===== src/rtl/sdram_pkg.sv =====
// Shared definitions for the SDRAM controller: one-hot arbiter state
// encodings, SDRAM command codes {cs_n,ras_n,cas_n,we_n} and bus widths.
package sdram_pkg;

  localparam int ADDR_W = 12;
  localparam int BANK_W = 2;
  localparam int CMD_W  = 4;

  // One-hot arbiter state. 6'b00_0100 is reserved and never driven.
  typedef enum logic [5:0] {
    INIT  = 6'b00_0001,
    ARBIT = 6'b00_0010,
    WRITE = 6'b00_1000,
    READ  = 6'b01_0000,
    AREF  = 6'b10_0000
  } state_t;

  localparam logic [CMD_W-1:0] NOP      = 4'b0111;
  localparam logic [CMD_W-1:0] PRE      = 4'b0010;
  localparam logic [CMD_W-1:0] ACT      = 4'b0011;
  localparam logic [CMD_W-1:0] RD       = 4'b0101;
  localparam logic [CMD_W-1:0] WR       = 4'b0100;
  localparam logic [CMD_W-1:0] AREF_CMD = 4'b0001;
  localparam logic [CMD_W-1:0] MRS      = 4'b0000;

endpackage


===== src/rtl/sdram_ref_timer.sv =====
// Periodic auto-refresh request generator.
// Ports:
//   clk, rst        clock, async active-high reset
//   en_i            count enable (arbiter has left INIT); timer held at 0 otherwise
//   ref_en_i        refresh grant; clears the pending request
//   ref_req_o       pending refresh request
//   ref_overrun_o   sticky: a period expired while a request was still pending
module sdram_ref_timer #(
  parameter int REF_PERIOD = 780
) (
  input  logic clk,
  input  logic rst,
  input  logic en_i,
  input  logic ref_en_i,
  output logic ref_req_o,
  output logic ref_overrun_o
);
  localparam int CNT_W = (REF_PERIOD > 1) ? $clog2(REF_PERIOD) : 1;
  localparam logic [CNT_W-1:0] LAST = CNT_W'(REF_PERIOD - 1);

  logic [CNT_W-1:0] cnt_q, cnt_d;
  logic             ref_req_q, ovr_q;
  logic             expire;

  assign expire = en_i && (cnt_q == LAST);

  always_comb begin
    cnt_d = cnt_q + 1'b1;
    if (!en_i || cnt_q == LAST) cnt_d = '0;
  end

  always_ff @(posedge clk or posedge rst) begin
    if (rst) begin
      cnt_q     <= '0;
      ref_req_q <= 1'b0;
      ovr_q     <= 1'b0;
    end else begin
      cnt_q <= cnt_d;
      // Set beats clear when the period expires on the grant cycle.
      if (expire)        ref_req_q <= 1'b1;
      else if (ref_en_i) ref_req_q <= 1'b0;
      if (expire && ref_req_q) ovr_q <= 1'b1;
    end
  end

  assign ref_req_o     = ref_req_q;
  assign ref_overrun_o = ovr_q;

endmodule


===== src/rtl/sdram_arbit.sv =====
// Central arbiter and command multiplexer for the SDRAM controller.
// Owns the one-hot state bus, issues one-cycle grants to the refresh, write
// and read engines (fixed priority refresh > write > read, bursts never
// pre-empted), generates the periodic refresh request and registers the
// active engine's cmd/addr/bank onto the SDRAM bus (1-cycle latency).
// Ports:
//   clk, rst                         clock, async active-high reset
//   flag_init_end, init_cmd/addr     init engine
//   flag_ref_end, ref_cmd/addr       refresh engine
//   wr_req, flag_wr_end, wr_*        write engine
//   rd_req, flag_rd_end, rd_*        read engine
//   state, ref_req                   fed back to all engines
//   ref_en, wr_en, rd_en             one-cycle grants
//   ref_overrun                      sticky refresh overrun
//   sdram_cmd/addr/bank              muxed SDRAM bus
module sdram_arbit
  import sdram_pkg::*;
#(
  parameter int REF_PERIOD = 780
) (
  input  logic              clk,
  input  logic              rst,
  input  logic              flag_init_end,
  input  logic [CMD_W-1:0]  init_cmd,
  input  logic [ADDR_W-1:0] init_addr,
  input  logic              flag_ref_end,
  input  logic [CMD_W-1:0]  ref_cmd,
  input  logic [ADDR_W-1:0] ref_addr,
  input  logic              wr_req,
  input  logic              flag_wr_end,
  input  logic [CMD_W-1:0]  wr_cmd,
  input  logic [ADDR_W-1:0] wr_addr,
  input  logic [BANK_W-1:0] wr_bank,
  input  logic              rd_req,
  input  logic              flag_rd_end,
  input  logic [CMD_W-1:0]  rd_cmd,
  input  logic [ADDR_W-1:0] rd_addr,
  input  logic [BANK_W-1:0] rd_bank,
  output logic [5:0]        state,
  output logic              ref_req,
  output logic              ref_en,
  output logic              wr_en,
  output logic              rd_en,
  output logic              ref_overrun,
  output logic [CMD_W-1:0]  sdram_cmd,
  output logic [ADDR_W-1:0] sdram_addr,
  output logic [BANK_W-1:0] sdram_bank
);

  state_t              state_q;
  logic                ref_en_q, wr_en_q, rd_en_q;
  logic [CMD_W-1:0]    cmd_q;
  logic [ADDR_W-1:0]   addr_q;
  logic [BANK_W-1:0]   bank_q;

  sdram_ref_timer #(.REF_PERIOD(REF_PERIOD)) u_ref_timer (
    .clk          (clk),
    .rst          (rst),
    .en_i         (state_q != INIT),
    .ref_en_i     (ref_en_q),
    .ref_req_o    (ref_req),
    .ref_overrun_o(ref_overrun)
  );

  // Grants are asserted on the same edge the state enters the burst, so they
  // are naturally single-cycle and mutually exclusive.
  always_ff @(posedge clk or posedge rst) begin
    if (rst) begin
      state_q  <= INIT;
      ref_en_q <= 1'b0;
      wr_en_q  <= 1'b0;
      rd_en_q  <= 1'b0;
    end else begin
      ref_en_q <= 1'b0;
      wr_en_q  <= 1'b0;
      rd_en_q  <= 1'b0;
      case (state_q)
        INIT:  if (flag_init_end) state_q <= ARBIT;
        ARBIT: begin
          if (ref_req) begin
            state_q  <= AREF;
            ref_en_q <= 1'b1;
          end else if (wr_req) begin
            state_q <= WRITE;
            wr_en_q <= 1'b1;
          end else if (rd_req) begin
            state_q <= READ;
            rd_en_q <= 1'b1;
          end
        end
        AREF:    if (flag_ref_end) state_q <= ARBIT;
        WRITE:   if (flag_wr_end)  state_q <= ARBIT;
        READ:    if (flag_rd_end)  state_q <= ARBIT;
        default: state_q <= ARBIT;
      endcase
    end
  end

  // Bus mux keys off the registered state; in ARBIT the bus idles with NOP
  // but address/bank hold so the pins do not toggle needlessly.
  always_ff @(posedge clk or posedge rst) begin
    if (rst) begin
      cmd_q  <= NOP;
      addr_q <= '0;
      bank_q <= '0;
    end else begin
      case (state_q)
        INIT: begin
          cmd_q  <= init_cmd;
          addr_q <= init_addr;
          bank_q <= '0;
        end
        AREF: begin
          cmd_q  <= ref_cmd;
          addr_q <= ref_addr;
          bank_q <= '0;
        end
        WRITE: begin
          cmd_q  <= wr_cmd;
          addr_q <= wr_addr;
          bank_q <= wr_bank;
        end
        READ: begin
          cmd_q  <= rd_cmd;
          addr_q <= rd_addr;
          bank_q <= rd_bank;
        end
        default: cmd_q <= NOP;
      endcase
    end
  end

  assign state      = state_q;
  assign ref_en     = ref_en_q;
  assign wr_en      = wr_en_q;
  assign rd_en      = rd_en_q;
  assign sdram_cmd  = cmd_q;
  assign sdram_addr = addr_q;
  assign sdram_bank = bank_q;

endmodule


===== config.mk =====
export PLATFORM = sky130hd
export DESIGN_NAME = sdram_arbit
export DESIGN_NICKNAME = d
export VERILOG_FILES = /design/src/rtl/sdram_pkg.sv /design/src/rtl/sdram_ref_timer.sv /design/src/rtl/sdram_arbit.sv
export SDC_FILE = /design/constraint.sdc
export NUM_CORES = 1
export LEC_CHECK = 0
export CAP_MARGIN = 0
export CORE_MARGIN = 2
export CORE_UTILIZATION = 35
export DETAILED_ROUTE_END_ITERATION = 16
export PLACE_DENSITY = 0.73
export SYNTH_ARGS = -nofsm -noshare
export SYNTH_HDL_FRONTEND = slang
export SYNTH_SLANG_ARGS = --single-unit

===== constraint.sdc =====
create_clock -name clk -period 3.11 [get_ports clk]
set_input_delay 0.7775 -clock clk [delete_from_list [all_inputs] [get_ports clk]]
set_output_delay 0.7775 -clock clk [all_outputs]
set_load 0.02 [all_outputs]

## Word-level counts from Yosys, hierarchy flattened

Cells that the tools add are included.
Widths: inputs -> output; s select.

- ROM bits: 0
- Bits in writable memories: 0
- Output and inout port bits: 29
- Memories: 0
- Bits in latches: 0
- Bits of input ports: 76
- Register bits after elaboration: 39
- Logic and storage cells: 55

- Equal/unequal tests: 12
- Bitwise logic cells: 0
- Reductions and logical operators: 9
- $add $sub $neg: 1
- Div/mod/pow operators: 0
- Multiplexer cells: 23
- Shifts and indexed selects: 0
- Magnitude comparators: 0
- Multipliers: 0

Operators by type and width:

| kind | count |
|---|---|
| $pmux 12 s4 | 1 |
| $mux 6 | 7 |
| $pmux 6 s5 | 1 |
| $pmux 4 s4 | 1 |
| $mux 1 | 11 |
| $add 10x1->10 const B | 1 |
| $eq 10x10->1 const B | 1 |
| $mux 10 | 1 |
| $ne 2x2->1 const B | 4 |
| $eq 6x1->1 const B | 1 |
| $eq 6x2->1 const B | 1 |
| $eq 6x4->1 const B | 1 |
| $eq 6x5->1 const B | 1 |
| $eq 6x6->1 const B | 1 |
| $ne 6x1->1 const B | 1 |
| $pmux 2 s3 | 1 |
| $reduce_and 5->1 | 1 |
| $ne 4x3->1 const B | 1 |
| $reduce_bool 4->1 | 1 |
| $reduce_bool 3->1 | 1 |
| $logic_and 1x1->1 | 2 |
| $reduce_bool 2->1 | 1 |
| $reduce_or 2->1 | 1 |
| $logic_not 1->1 | 1 |
| $logic_or 1x1->1 | 1 |

## Logic depth before layout (Yosys ltp)

Gate-level depths: netlist (run 1).

- Word-level depth: 4
- Depth in mapped cells: 6
- Gate-level depth less buffers: 5

## Cells and area by module

Synthesis (run 1) repeated with hierarchy kept, for this count alone.

- Cell total of the unflattened synthesis: 220
- Area total of the unflattened synthesis: 2167.1 µm²

Modules (own cells, without submodules):

| module | instances | cells each | area each (µm²) | seq. area each (µm²) |
|---|---|---|---|---|
| sdram_arbit | 1 | 163 | 1555.2 | 655.6 |
| sdram_ref_timer | 1 | 57 | 611.8 | 300.3 |

## Least setup slack after synthesis (run 1)

OpenSTA, ideal clock, no wires.

- Path type: reg2reg
- From: register state_q[0] (netlist: state[0])
- To: register addr_q[0] (netlist: sdram_addr[0])
- Slack: 1306 ps
- Arrival: 1678 ps
- Stages on the path, launching flop included: 6
- Library setup time: 126 ps
- Required time: 2984 ps
- Path buffers: 1
- Clock period less this slack: 1804 ps
- Path through: dfstp_2 > buf_2 > nand2b_1 > a2111oi_1 > a211oi_1 > o32a_1

- Longest elaborated chain between the ends: 2
- Elaborated cells between the ends (all ways): 6
- Those cells by class: 4 x eq/ne; 1 x mux; 1 x reduce/logical

Ends and longest elaborated chain:

| element | line | RTL |
|---|---|---|
| start: declaration | sdram_arbit.sv:50 | `state_t state_q;` |
| start signal: assignment | sdram_arbit.sv:69 | `state_q <= INIT;` |
| start signal: assignment | sdram_arbit.sv:78 | `INIT: if (flag_init_end) state_q <= ARBIT;` |
| start signal: assignment | sdram_arbit.sv:81 | `state_q <= AREF;` |
| $eq 6x5->1, or another cell as far along | sdram_arbit.sv:107 | `case (state_q)` |
| $pmux 12 s4 / $reduce_bool 4->1 (equally long branches) | - |  |
| end signal: assignment | sdram_arbit.sv:110 | `addr_q <= init_addr;` |
| end signal: assignment | sdram_arbit.sv:115 | `addr_q <= ref_addr;` |
| end signal: assignment | sdram_arbit.sv:120 | `addr_q <= wr_addr;` |
| end: declaration | sdram_arbit.sv:53 | `logic [ADDR_W-1:0] addr_q;` |

Several ways; a longest one is shown, not always the timed one.
A chain may end at the register's enable or synchronous reset.

## Final worst setup path (run 1)

- From: register state_q[5] (netlist: state[5])
- To: output state[5]

RTL lines:

| element | line | RTL |
|---|---|---|
| end: declaration | sdram_arbit.sv:39 | `output logic [5:0] state,` |

No word-level cell between the ends.

==> impl_results.md, run 1 <==
* Reg clk slew, reported paths at around 0.090 ns
* Post-synthesis xor/xnor area fraction at under 10%
* Multi-input gate area at 1090 um2
* Nets at about 400
* RSZ-0062 raised after global routing: false
* DR WL/cell at about 17 um
* Worst Hold Class: flip-flop to flip-flop
* Die Area at about 6900 um2
* Core Footprint at a little under 6000 um2
* Compound-gate portion of the synthesized area at 26.4%
* DRC violations left at 0
* Num CTS Buffers at 5
* CP Launch Type: flip-flop
* Hold Crit Depth at 2
* Final Slew Violations at 0
* Pre-antenna DRT Iters at 4
* Syn Inst Count at 229
* Final WL at about 7.0 mm
* Slew Limit Headroom at a little over a quarter
* Post-synthesis register bit count at 38
* H-tree depth at 2
* First-pass GRT wire length at 11.4 mm
* Pin slew with the least headroom to its limit at around 1.1 ns
* Placed cell count at around 390
* First-iteration detailed-routing DRC count at 168
* Post-synthesis mux area share at 0%
* Reg2reg end: state[3]$_DFFE_PP0P_
* Clk sinks at 38
* Final worst-path cycle share at between 70% and 80%
* Pwr dens at roughly 830 nW/um2
* Total track usage at 20.4%
* Via density at ~5.5
* Layout cells sized above 1 at under 10%
* Simple-gate share of the synthesized area at about a fifth
* Initial Util at a little over a third
* Vias at approximately 2200
* Synth unique cells at between 50 and 60
* Height of the chip at a little over 80 um
* Mapped Area at 2180 um2
* Number of global-route vias before repair at 2214
* Crit path capture type: primary output
* FF-to-FF path depth at 4
* Initial antenna violation count at 0
* Status: completed
* VDD IR max at around 0.00041 V
* Port bufs at 103
* Largest family of logic cells by synthesized area: compound AO/OA/AOI/OAI gates
* Mean Syn Cell Area at between 9 and 10 um2
* Setup Viol. Count Final at 0
* DPL Wire Length at ~5.1 mm
* Synth warn at 0
* Worst EP required at around 2.3 ns
* Post-cts sizing count at 0
* Final setup TNS at 0 ns
* Register area share after synthesis at a little over two fifths
* Final std cells w/o fill at roughly 400
* Die X at just over 80 um
* Largest net degree at the start of global routing at 39
* Post-route ant nets at 0
* Worst path bufs/invs at 1
* Ranking of synthesized cells by area: dfrtp_1 39%, dfstp_2 4.8%, a221oi_1 3.6%, o22a_1 3.6%, nor2_1 3.1%
* Gpl congestion at ~0.86
* Largest area contributor in the netlist: dfrtp_1
* Synth cell count leaders: 34 x dfrtp_1, 18 x nor2_1, 17 x nand2_1
* Final worst path period need at roughly 2.5 ns
* # rows at 28
* Worst path cell trace: clkdlybuf4s50_1
* Synth Net Count at roughly 310
* Clock Skew at 0.0112 ns
* MaxCap Viol Count at 0
* FF-to-FF setup slack at ~0.89 ns
* P_leak at between 1 and 1.5 nW
* Fill cells at 543
* CP delay by family, top: buffers and inverters
* Crit path depth at 1
* Reg2reg start: state[3]$_DFFE_PP0P_
* Max Buffers Root-to-Sink at 2
* Number of hold buffers added after CTS at 0
* Gr ovfl total at 0
* Setup bufs post-CTS at 0
* Critical path fanouts, max at 13
* Hold path startpoint: u_ref_timer.ref_overrun_o$_DFFE_PP0P_
* Slowest stage delay, CP at 0.71 ns
* Top-area cell type share of the netlist area at 39.0%
* Critical path's slowest cell: clkdlybuf4s50_1
* Hold Vio Cnt, Final at 0
* CTS tree: built
* Post-synth ARST share at 100%
* Synth Area in Adders at less than 1%
* Register area at about 960 um2
* Fmax at around 410 MHz
* WS Path Type: flip-flop to primary output
* Dominant cell by count in the synthesized netlist: dfrtp_1
* Area growth syn-to-layout at 54.8%
* Ports at 105
* Root Buffer: clkbuf_8
* Post-synth EDFFs at 0
* Hold endpoint: u_ref_timer.ref_overrun_o$_DFFE_PP0P_
* WP data arrival at about 1.7 ns
* Ys flop type: dfrtp_1
* N_diodes at 0
* Latest clock arrival within the worst-skew pair at around 0.30 ns
## cell usage in the layout (no fill, tap or decap), types with 2 or more instances in the layout
| cell type | count |
|---|---|
| nand3_1 | 13 |
| inv_1 | 7 |
| a21oi_1 | 13 |
| dfstp_2 | 4 |
| a221o_1 | 6 |
| o32a_1 | 3 |
| nand4_1 | 3 |
| o21ai_1 | 3 |
| or2_1 | 2 |
| dfrtp_1 | 34 |
| xnor2_1 | 7 |
| o22a_1 | 9 |
| buf_4 | 6 |
| a22oi_1 | 3 |
| and2_1 | 4 |
| nand2_1 | 17 |
| nor2b_1 | 3 |
| a22o_1 | 2 |
| o21ai_0 | 13 |
| xor2_1 | 2 |
| clkbuf_8 | 5 |
| a32o_1 | 3 |
| nor2_1 | 18 |
| and3_1 | 4 |
| nor3_1 | 3 |
| o21bai_1 | 2 |
| bufinv_16 | 2 |
| a221oi_1 | 9 |
| clkdlybuf4s50_1 | 103 |
| o22ai_1 | 2 |
## worst max-delay path by stage
stage,start,end,slack [ns]
after floorplan,state[0]$_DFFE_PP1P_,sdram_addr[0]$_DFFE_PP0N_,1.31
after global placement,state[5]$_DFFE_PP0P_,state[5],1.0
after detailed placement,state[5]$_DFFE_PP0P_,sdram_addr[10]$_DFFE_PP0N_,0.95
after CTS,state[5]$_DFFE_PP0P_,state[5],0.65
after global routing,state[5]$_DFFE_PP0P_,state[5],0.59
final,state[5]$_DFFE_PP0P_,state[5],0.64
## worst reg2reg max path, stage by stage (launching register included)
cell,delay (ns)
dfrtp_1,0.52
nor3_2,0.94
and3b_1,0.37
and3_1,0.21
o21bai_1,0.11
## metal layers
metal  up-vias  wire length [um]  global-route usage (%)
li1       1042                 -                       -
met1      1084              3120                    28.8
met2        85              3340                    31.6
met3         9               425                    4.97
met4         0               101                    5.07
met5         -                 0                       0
## state kept, by name (all words and copies together) (netlist names)
name / count
rd_en: 1
u_ref_timer.ref_overrun_o: 1
sdram_cmd: 4
state: 5
ref_en: 1
u_ref_timer.cnt_q: 10
sdram_addr: 12
u_ref_timer.ref_req_o: 1
sdram_bank: 2
wr_en: 1
## kinds of logic after synthesis
group                    Yosys count
buffers and inverters             26
other                              1
XOR/XNOR                           9
AND/OR/NAND/NOR                   77
AO/OA/AOI/OAI                     77
adder cells (fa/ha/maj)            1
flip-flops                        38
## power breakdown
part / switching [mW] / internal, mW
logic: 0.760 / 0.691
registers: 0.151 / 0.687
clock network: 0.188 / 0.321
total: 1.10 / 1.70
## area by class of cell
cell class / count / area share [%]
Sequential cell: 38 / 28.3
Timing Repair Buffer: 109 / 31.9
Inverter: 7 / 0.778
Tap cell: 75 / 2.78
Clock buffer: 5 / 2.04
Clock inverter: 3 / 2.04
Multi-Input combinational cell: 165 / 32.2
## through the flow
stage / setup WS [ns] / cell area [um2] / hold WS, ns / utilization (%) / total power, mW
2_1_floorplan: 1.31 / 2180 / 0.455 / - / 1.75
3_3_place_gp: 1.00 / 3240 / 0.453 / 54.4 / 2.25
3_5_place_dp: 0.948 / 3240 / 0.458 / 54.4 / 2.30
4_1_cts: 0.651 / 3380 / 0.478 / 56.7 / 2.81
5_1_grt: 0.586 / 3380 / 0.504 / 56.7 / 2.97
6_report: 0.644 / 3380 / 0.477 / 56.7 / 2.80
No activity file was read; power rests on OpenSTA's default activity.
==> run 2: changes to the inputs <==
Settings changed: PLACE_DENSITY 0.73 to 0.75.
Clock period 3.11 ns to 2.21 ns, I/O delays scaled along.
==> run 2 against run 1 <==
Net effect:
- clock skew is 0.0040 ns lower
- global-route usage shrank 0.26 points
- clock power is 9.2% higher
- via count up 0.41%
- sequential power rose by 38%
- sequential share of layout area decreased by 0.20 points
- largest cell class is now non-clock buffers
- count of clock-buffer cells in the layout up 3
- first-iteration DRC count decreased by 29%
- critical path type unchanged
- critical path depth stayed put
- wire length decreased by 2.3%
- largest power group unchanged
- non-clock buffer count is 7 higher
- highest routed layer unchanged
==> impl_results.md, run 2 (synthesized netlist as in run 1, its figures left out) <==
* Crit path capture type: primary output
* Critical path fanouts, max at 13
* WS Path Type: flip-flop to primary output
* FF-to-FF path depth at 4
* Max Buffers Root-to-Sink at 2
* Nets at between 400 and 500
* Worst path cell trace: clkdlybuf4s50_1
* Num CTS Buffers at 5
* Worst Hold Class: flip-flop to flip-flop
* Largest net degree at the start of global routing at 39
* Number of hold buffers added after CTS at 0
* Total track usage at approximately a fifth
* Clock Skew at ~0.0072 ns
* Root Buffer: clkbuf_8
* Core Footprint at ~6000 um2
* Pre-antenna DRT Iters at 5
* Ports at ~110
* WP data arrival at around 1.5 ns
* First-pass GRT wire length at ~11 mm
* Setup Viol. Count Final at 0
* Area growth syn-to-layout at 56.1%
* FF-to-FF setup slack at 0.33 ns
* Gr ovfl total at 0
* P_leak at 1.36 nW
* Port bufs at just over 100
* Initial antenna violation count at 0
* Reg2reg start: state[3]$_DFFE_PP0P_
* Hold Vio Cnt, Final at 0
* # rows at 28
* Post-route ant nets at 0
* Hold endpoint: u_ref_timer.ref_req_o$_DFFE_PP0P_
* Hold path startpoint: ref_en$_DFF_PP0_
* RSZ-0062 raised after global routing: false
* Vias at about 2200
* Height of the chip at 82.9 um
* Commonest non-fill, non-tap cell in the layout: clkdlybuf4s50_1
* Final WL at 6.82 mm
* Final worst path period need at ~2 ns
* Critical path's slowest cell: clkdlybuf4s50_1
* Die Area at slightly below 7000 um2
* Via density at 5.45
* DR WL/cell at roughly 17 um
* Hold Crit Depth at 1
* Pin slew with the least headroom to its limit at 0.918 ns
* Fill cells at ~560
* Clk sinks at 38
* DRC violations left at 0
* VDD IR max at ~0.00055 V
* Number of global-route vias before repair at between 2000 and 2500
* Layout cells sized above 1 at around a tenth
* Worst path bufs/invs at 1
* Final worst-path cycle share at between 90 and 100%
* CTS tree: built
* Gpl congestion at about 0.80
* First-iteration detailed-routing DRC count at about 120
* Final setup TNS at 0 ns
* Pwr dens at roughly 1100 nW/um2
* Slowest stage delay, CP at 0.66 ns
* MaxCap Viol Count at 0
* Number of flip-flops under the largest register name at 12
* Worst EP required at ~1.7 ns
* H-tree depth at 2
* Slew Limit Headroom at between 30 and 40%
* CP Launch Type: flip-flop
* Reg2reg end: state[3]$_DFFE_PP0P_
* Final Slew Violations at 0
* Latest clock arrival within the worst-skew pair at about 0.29 ns
* CP delay by family, top: buffers and inverters
* Most frequent cells in the layout: 102 x clkdlybuf4s50_1, 33 x dfrtp_1, 18 x nor2_1
* DPL Wire Length at ~5.2 mm
* N_diodes at 0
* Status: completed
* Hold_ws at around 0.47 ns
* Reg clk slew, reported paths at about 0.08 ns
* Initial Util at 36.6%
* Die X at ~83 um
* Fmax at between 400 and 500 MHz
==> run 2: changes by cell type in the layout (fill, tap and decap cells not counted), sizes merged <==
| cell | before | now |
|---|---|---|
| buf | 6 | 13 |
| dlymetal6s2s | 0 | 1 |
| clkbuf | 5 | 8 |
| clkinv | 1 | 0 |
| clkdlybuf4s50 | 103 | 102 |
| bufinv | 2 | 0 |
==> run 2: final cells by class <==
type	count	area, um2	share of cell area (%)
repair buffers	116	1130	33.2
multi-input cells	165	1090	31.9
well taps	75	93.8	2.76
flip-flops and latches	38	957	28.1
inverters	7	26.3	0.772
clock buffers	8	110	3.23
==> run 2: how the worst max path moves through the flow <==
stage,start,to,cells past startpoint
after CTS,state[5]$_DFFE_PP0P_,state[5],1
after detailed placement,state[3]$_DFFE_PP0P_,state[3]$_DFFE_PP0P_,4
after floorplan,state[0]$_DFFE_PP1P_,sdram_addr[0]$_DFFE_PP0N_,5
final,state[5]$_DFFE_PP0P_,state[5],1
after global placement,state[5]$_DFFE_PP0P_,sdram_addr[1]$_DFFE_PP0N_,4
after global routing,state[5]$_DFFE_PP0P_,state[5],1
==> run 2: worst reg2reg max path, delay by kind of cell (launching register included) <==
family          cells  cell delay (ns)
compound gates      1             0.11
flops               1             0.39
simple gates        3             1.30
==> run 2: repair_timing <==
item | 4_1_cts | 5_1_grt
setup buffers | 0 | 0
resized for setup | 0 | 2
setup endpoints to repair | 0 | 2
==> run 2: through the flow <==
stage | util, % | cells | total power [mW] | instance area [um2] | worst slack [ns]
4_1_cts | 57.1 | 409 | 3.84 | 3400 | 0.0107
6_report | 57.2 | 409 | 3.82 | 3400 | 0.182
5_1_grt | 57.2 | 409 | 4.07 | 3400 | 0.134
3_3_place_gp | 55.3 | 401 | 3.23 | 3290 | 0.335
3_5_place_dp | 55.3 | 401 | 3.28 | 3290 | 0.251
2_1_floorplan | - | 229 | 2.46 | 2180 | 0.406
==> run 2: power by group <==
group / switching, mW / internal [mW] / total (mW)
Combinational: 1.08 / 1.02 / 2.10
Clock: 0.241 / 0.315 / 0.556
Sequential: 0.195 / 0.968 / 1.16
==> run 2: per-layer routing <==
metal  part of all wire, %  track usage, %
met2                    48            32.7
met5                     0               0
met4                   1.4            5.81
met1                    44            26.5
met3                   5.9            5.37
